$ cat config.mk
export PLATFORM = sky130hd
export DESIGN_NAME = multi_way_switch
export DESIGN_NICKNAME = d
export VERILOG_FILES = /design/src/rtl/multi_way_switch.sv
export SDC_FILE = /design/constraint.sdc
export NUM_CORES = 1
export LEC_CHECK = 0
export ABC_CLOCK_PERIOD_IN_PS = 2200
export BUFFER_PORTS_ARGS = -buffer_cell sky130_fd_sc_hd__buf_2
export CORE_MARGIN = 2
export CORE_UTILIZATION = 30
export DETAILED_ROUTE_END_ITERATION = 10
export PLACE_DENSITY = 0.48
export SYNTH_ARGS = -nofsm -noshare
export SYNTH_HDL_FRONTEND = slang
export SYNTH_SLANG_ARGS = --single-unit
$ cat constraint.sdc
create_clock -name clk -period 2.2 [get_ports clk]
set_input_delay 0.44 -clock clk [delete_from_list [all_inputs] [get_ports clk]]
set_output_delay 0.44 -clock clk [all_outputs]
set_load 0.03 [all_outputs]
$ cat src/rtl/multi_way_switch.sv
`default_nettype none
// ============================================================================
// Module   : multi_way_switch
// Brief    : N-way light-switch controller. Synchronises and debounces N raw
//            switch inputs, combines them with a selectable function into a
//            registered lamp, applies an optional inactivity auto-off and
//            counts lamp transitions.
// Revision : 1.0 - initial release
// ============================================================================
module multi_way_switch #(
    parameter int N        = 4,
    parameter int DEBOUNCE = 4,
    parameter int TIMEOUT  = 1000,
    parameter int CW       = 8
) (
    input  logic          clk,
    input  logic          rst,
    input  logic [N-1:0]  sw,
    input  logic [1:0]    mode,
    output logic          lamp,
    output logic          event_o,
    output logic [N-1:0]  db_o,
    output logic          timed_out,
    output logic [CW-1:0] toggle_cnt
);

    // Counter widths are kept at least one bit so DEBOUNCE=1 / TIMEOUT=0 still elaborate.
    localparam int DCW = (DEBOUNCE > 1) ? $clog2(DEBOUNCE) : 1;
    localparam int TW  = (TIMEOUT > 0) ? $clog2(TIMEOUT + 1) : 1;
    localparam logic [DCW-1:0] C_DB_LAST = DCW'(DEBOUNCE - 1);
    localparam logic [TW-1:0]  C_T_LAST  = TW'((TIMEOUT > 0) ? (TIMEOUT - 1) : 0);
    localparam logic [1:0]     C_MODE_HOLD = 2'd3;

    typedef enum logic [1:0] {
        ST_OFF = 2'd0,
        ST_ON  = 2'd1,
        ST_TO  = 2'd2
    } state_t;

    logic [N-1:0]   r_s1;
    logic [N-1:0]   r_s2;
    logic [DCW-1:0] r_cnt [N];
    logic [N-1:0]   w_upd;
    logic           r_ev1;
    logic           w_func;
    logic           w_tmo;
    logic           w_lamp_next;
    logic [TW-1:0]  r_tcnt;
    logic [TW-1:0]  w_tcnt_next;
    state_t         r_state;
    state_t         w_next;

    // Two-flop synchroniser for the asynchronous switch levels.
    always_ff @(posedge clk or posedge rst) begin
        if (rst) begin
            r_s1 <= '0;
            r_s2 <= '0;
        end else begin
            r_s1 <= sw;
            r_s2 <= r_s1;
        end
    end

    // A bit is accepted on the edge where it has differed for DEBOUNCE cycles.
    always_comb begin
        w_upd = '0;
        for (int i = 0; i < N; i++) begin
            w_upd[i] = (r_s2[i] != db_o[i]) && (r_cnt[i] == C_DB_LAST);
        end
    end

    // Per-bit debounce counters; any return to the accepted level restarts the count.
    always_ff @(posedge clk or posedge rst) begin
        if (rst) begin
            db_o <= '0;
            for (int i = 0; i < N; i++) begin
                r_cnt[i] <= '0;
            end
        end else begin
            for (int i = 0; i < N; i++) begin
                if (r_s2[i] != db_o[i]) begin
                    if (r_cnt[i] == C_DB_LAST) begin
                        db_o[i]  <= r_s2[i];
                        r_cnt[i] <= '0;
                    end else begin
                        r_cnt[i] <= r_cnt[i] + DCW'(1);
                    end
                end else begin
                    r_cnt[i] <= '0;
                end
            end
        end
    end

    // Combining function; hold mode simply feeds the lamp back on itself.
    always_comb begin
        w_func = lamp;
        case (mode)
            2'd0:    w_func = ^db_o;
            2'd1:    w_func = &db_o;
            2'd2:    w_func = |db_o;
            default: w_func = lamp;
        endcase
    end

    // r_ev1 flags the db update one edge after it lands, so the lamp and
    // event_o react together on the edge after db_o changes.
    assign w_tmo = (TIMEOUT != 0) && (r_tcnt == C_T_LAST) && !r_ev1;

    // Lamp state machine next-state; hold mode freezes everything.
    always_comb begin
        w_next = r_state;
        if (mode != C_MODE_HOLD) begin
            case (r_state)
                ST_OFF: if (w_func) w_next = ST_ON;
                ST_ON: begin
                    if (!w_func)    w_next = ST_OFF;
                    else if (w_tmo) w_next = ST_TO;
                end
                ST_TO:   if (r_ev1) w_next = w_func ? ST_ON : ST_OFF;
                default: w_next = ST_OFF;
            endcase
        end
    end

    // Inactivity timer: counts only while staying in ON without an event.
    always_comb begin
        w_tcnt_next = r_tcnt;
        if (mode != C_MODE_HOLD) begin
            if ((r_state == ST_ON) && (w_next == ST_ON) && !r_ev1) begin
                w_tcnt_next = r_tcnt + TW'(1);
            end else begin
                w_tcnt_next = '0;
            end
        end
    end

    assign w_lamp_next = (w_next == ST_ON);

    // State, timer, event pipeline and registered outputs.
    always_ff @(posedge clk or posedge rst) begin
        if (rst) begin
            r_state    <= ST_OFF;
            r_tcnt     <= '0;
            r_ev1      <= 1'b0;
            event_o    <= 1'b0;
            lamp       <= 1'b0;
            timed_out  <= 1'b0;
            toggle_cnt <= '0;
        end else begin
            r_state   <= w_next;
            r_tcnt    <= w_tcnt_next;
            r_ev1     <= |w_upd;
            event_o   <= r_ev1;
            lamp      <= w_lamp_next;
            timed_out <= (w_next == ST_TO);
            if (w_lamp_next != lamp) begin
                toggle_cnt <= toggle_cnt + CW'(1);
            end
        end
    end

endmodule
`default_nettype wire
==> impl_metrics.csv <==
group,metric,value,unit
synthesis,netlist.top_cell.by_area,"dfrtp_1",
floorplan,dieHeight,85.0,microns
floorplan,die_w,85.0,microns
placed_design,gp_congestion,0.732,
global_routing,grt_pass1_wl,6280,microns
clock_network,insertion_delay,0.30,ns
final_layout,final_util,0.378,
power_and_ir_drop,power_density,1210,nW/um^2
setup_path,critPathKind,"reg2reg",
floorplan,initial_core_util,0.310,
power_and_ir_drop,p_int,1.79,mW
placed_design,dp_hpwl,2540,microns
power_and_ir_drop,p_leak,1.13,nW
timing,rsz0062_at_grt,"no",
synthesis,yosysWarnings,0,
synthesis,ys_seq_elements,44,
final_layout,drive_above_1_share,0.275,
power_and_ir_drop,p_switching,1.12,mW
final_layout,diodes,0,
global_routing,grt_pass1_vias,1353,
clock_network,post_cts_buffers,0,
synthesis,syn-cell-area,1970,sq um
synthesis,synth_nets,191,
clock_network,h-tree-depth,2,
timing,slew_headroom,0.592,
power_and_ir_drop,clockPowerShare,0.179,
timing,clock.fmax,489,MHz
job,drv_cap,0,
run_status,status,"complete, no violations",
clock_network,cts_tree,"yes",
clock_network,clkSlewWorstSetupHoldPaths,0.08,ns
setup_path,r2r_cells,6,
setup_path,cp_max_fo,8,
floorplan,ios,23,
setup_path,cp-start-kind,"flop",
placed_design,port_buffers,22,
routing,finalWirelength,3580,microns
timing,finalSetupTns,0,ns
global_routing,grt_max_degree,31,
setup_path,cp_data_arrival_time,2.23,ns
timing,max_slew.worst_pin.slew,0.611,ns
clock_network,cts-root-buf,"clkbuf_8",
synthesis,synth_top_area_share,0.559,
power_and_ir_drop,peakVddDrop,0.500,mV
routing,dr.pass1.iters,4,
timing,setup_ws,0.156,ns
routing,vias_per_cell,4.58,
synthesis,syn_avg_cell_area,11.4,sq um
routing,drtIter0Drc,38,
timing,hold_viol_final,0,
routing,final_antenna_net_count,0,
clock_network,hold_buffers,0,
timing,slew_viol_final,0,
final_layout,filler_cell_count,633,
clock_network,cts_buffers,5,
clock_network,clock_sinks,44,
floorplan,rows,29,
setup_path,worstPathRequired,2.39,ns
power_and_ir_drop,p_comb_frac,0.418,
power_and_ir_drop,pwr-share-seq,0.403,
min_path,holdCritPathClass,"in2async",
routing,route.detailed.drc,0,
synthesis,synthTopCellsByArea,"dfrtp_1 (56%), ha_1 (6.4%), xnor2_1 (4.0%)",
floorplan,dieArea,7230,sq um
final_layout,syn2layout_area_growth,21.7,%
timing,period_share,0.929,
global_routing,antenna_found_initial,0,
final_layout,final_nets,228,
timing,finalSetupViolCount,0,
timing,post-route-min-period,2.04,ns
synthesis,synth_cells,173,
placed_design,pre_cts_ws,0.0615,ns
routing,wl_per_cell,12.4,microns
synthesis,synth.distinct_cells,34,
synthesis,seq_area_frac_synth,0.559,
setup_path,worstSetupEndpointType,"flop",
global_routing,grt_usage,0.110,
routing,vias,1320,
global_routing,gr-total-overflow,0,
timing,skew,0.00892,ns
clock_network,clockBufferDepth,2,
power_and_ir_drop,sw_frac_of_total,0.384,
floorplan,core_area,6350,sq um
cells in the mapped netlist, drive strengths merged:
master / count
a211o: 3
a21o: 2
a21oi: 4
a22oi: 3
a31oi: 1
and2: 5
and3: 4
buf: 1
clkbuf: 1
dfrtp: 44
ha: 10
inv: 9
mux2: 1
mux2i: 1
nand2: 17
nand2b: 4
nand3: 3
nand3b: 1
nand4: 5
nand4b: 1
nand4bb: 1
nor2: 8
nor2b: 1
nor3: 5
nor3b: 6
o21ai: 11
o221ai: 1
or3: 2
or3b: 1
or4: 1
xnor2: 10
xor2: 6
through the flow:
stage | hold WS, ns | total power [mW] | instances | instance area, sq um
after floorplan | 0.331 | 1.97 | 173 | 1970
after global placement | 0.331 | 2.29 | 279 | 2240
after detailed placement | 0.335 | 2.30 | 279 | 2240
after CTS | 0.230 | 2.85 | 287 | 2330
after global routing | 0.222 | 3.15 | 288 | 2400
final | 0.206 | 2.91 | 288 | 2400
power groups by stage:
stage | logic [mW] | registers [mW] | clock network [mW]
floorplan | 0.584 | 1.39 | 0
finish | 1.22 | 1.17 | 0.520
global placement | 1.11 | 1.18 | 0
CTS | 1.12 | 1.17 | 0.557
detailed placement | 1.12 | 1.18 | 0
global route | 1.35 | 1.20 | 0.590
routing by layer:
metal	global-route usage	vias up	share of wire	routed length [microns]
met5	0	-	0	0
li1	-	666	-	-
met3	0.0370	4	0.041	148
met2	0.165	24	0.47	1670
met1	0.146	626	0.48	1720
met4	0.0433	0	0.011	41
flip-flops by register name (all words and copies together), names as in the netlist:
name / cells
r_cnt: 8
event_o: 1
timed_out: 1
r_s1: 4
db_o: 4
r_ev1: 1
r_tcnt: 10
r_s2: 4
lamp: 1
toggle_cnt: 8
r_state: 2
area by class of cell:
class                      count  area, sq um  area share
clock buffer                   6         82.6      0.0344
clock inverter                 2         10.0     0.00418
inverter                       9         33.8      0.0141
multi-input combinational    118          882       0.368
sequential                    44         1110       0.461
tap                           77         96.3      0.0402
timing repair buffer          32          186      0.0778
logic make-up after synthesis:
kind of cell,Yosys count,synth area share
buffers and inverters,11,0.0216
adders and majority gates,10,0.0635
xor gates and xnor gates,16,0.0750
AOI/OAI and AO/OA,25,0.0858
and+or+nand+nor,65,0.182
DFF,44,0.559
muxes,2,0.0127
final timing paths:
kind                                             end                   from  slack, ns
max reg2reg                toggle_cnt[1]$_DFFE_PP0P_  r_tcnt[0]$_DFFE_PP0N_       0.16
max                        toggle_cnt[1]$_DFFE_PP0P_  r_tcnt[0]$_DFFE_PP0N_       0.16
min in group clk                   r_s1[1]$_DFF_PP0_                  sw[1]       0.25
min reg2reg                        r_s2[3]$_DFF_PP0_      r_s1[3]$_DFF_PP0_       0.35
max in group asynchronous       r_state[0]$_DFF_PP0_                    rst       1.43
min                        toggle_cnt[6]$_DFFE_PP0P_                    rst       0.21
critical path: stages, from the launching register on:
cell and delay (ns):
dfrtp_1 0.39, ha_2 0.22, nand4bb_1 0.16, or3_4 0.44, a31oi_4 0.21, xnor2_4 0.19, mux2_4 0.33
cell usage in the layout (no fill, tap or decap), types with 2 or more instances in the layout:
cell,n
a21oi_1,4
and2_1,5
nor3b_2,2
nor2_1,8
nor3_1,2
nand4_1,5
a211o_1,3
nor3_2,3
nand2b_1,4
a21o_1,2
dfrtp_1,40
inv_1,8
xnor2_1,8
nor3b_1,4
nand3_1,3
and3_1,4
clkbuf_8,6
nand2_1,17
o21ai_0,11
buf_4,8
buf_2,23
xor2_1,6
a22oi_1,3
clkinv_2,2
ha_1,9
dfrtp_2,4
timing repair:
| action | in CTS | in global routing |
|---|---|---|
| gates resized for setup | 0 | 11 |
| setup endpoints to repair | 0 | 10 |
| endpoints found under the hold margin | 0 | 0 |
No activity file was read; power rests on OpenSTA's default activity.
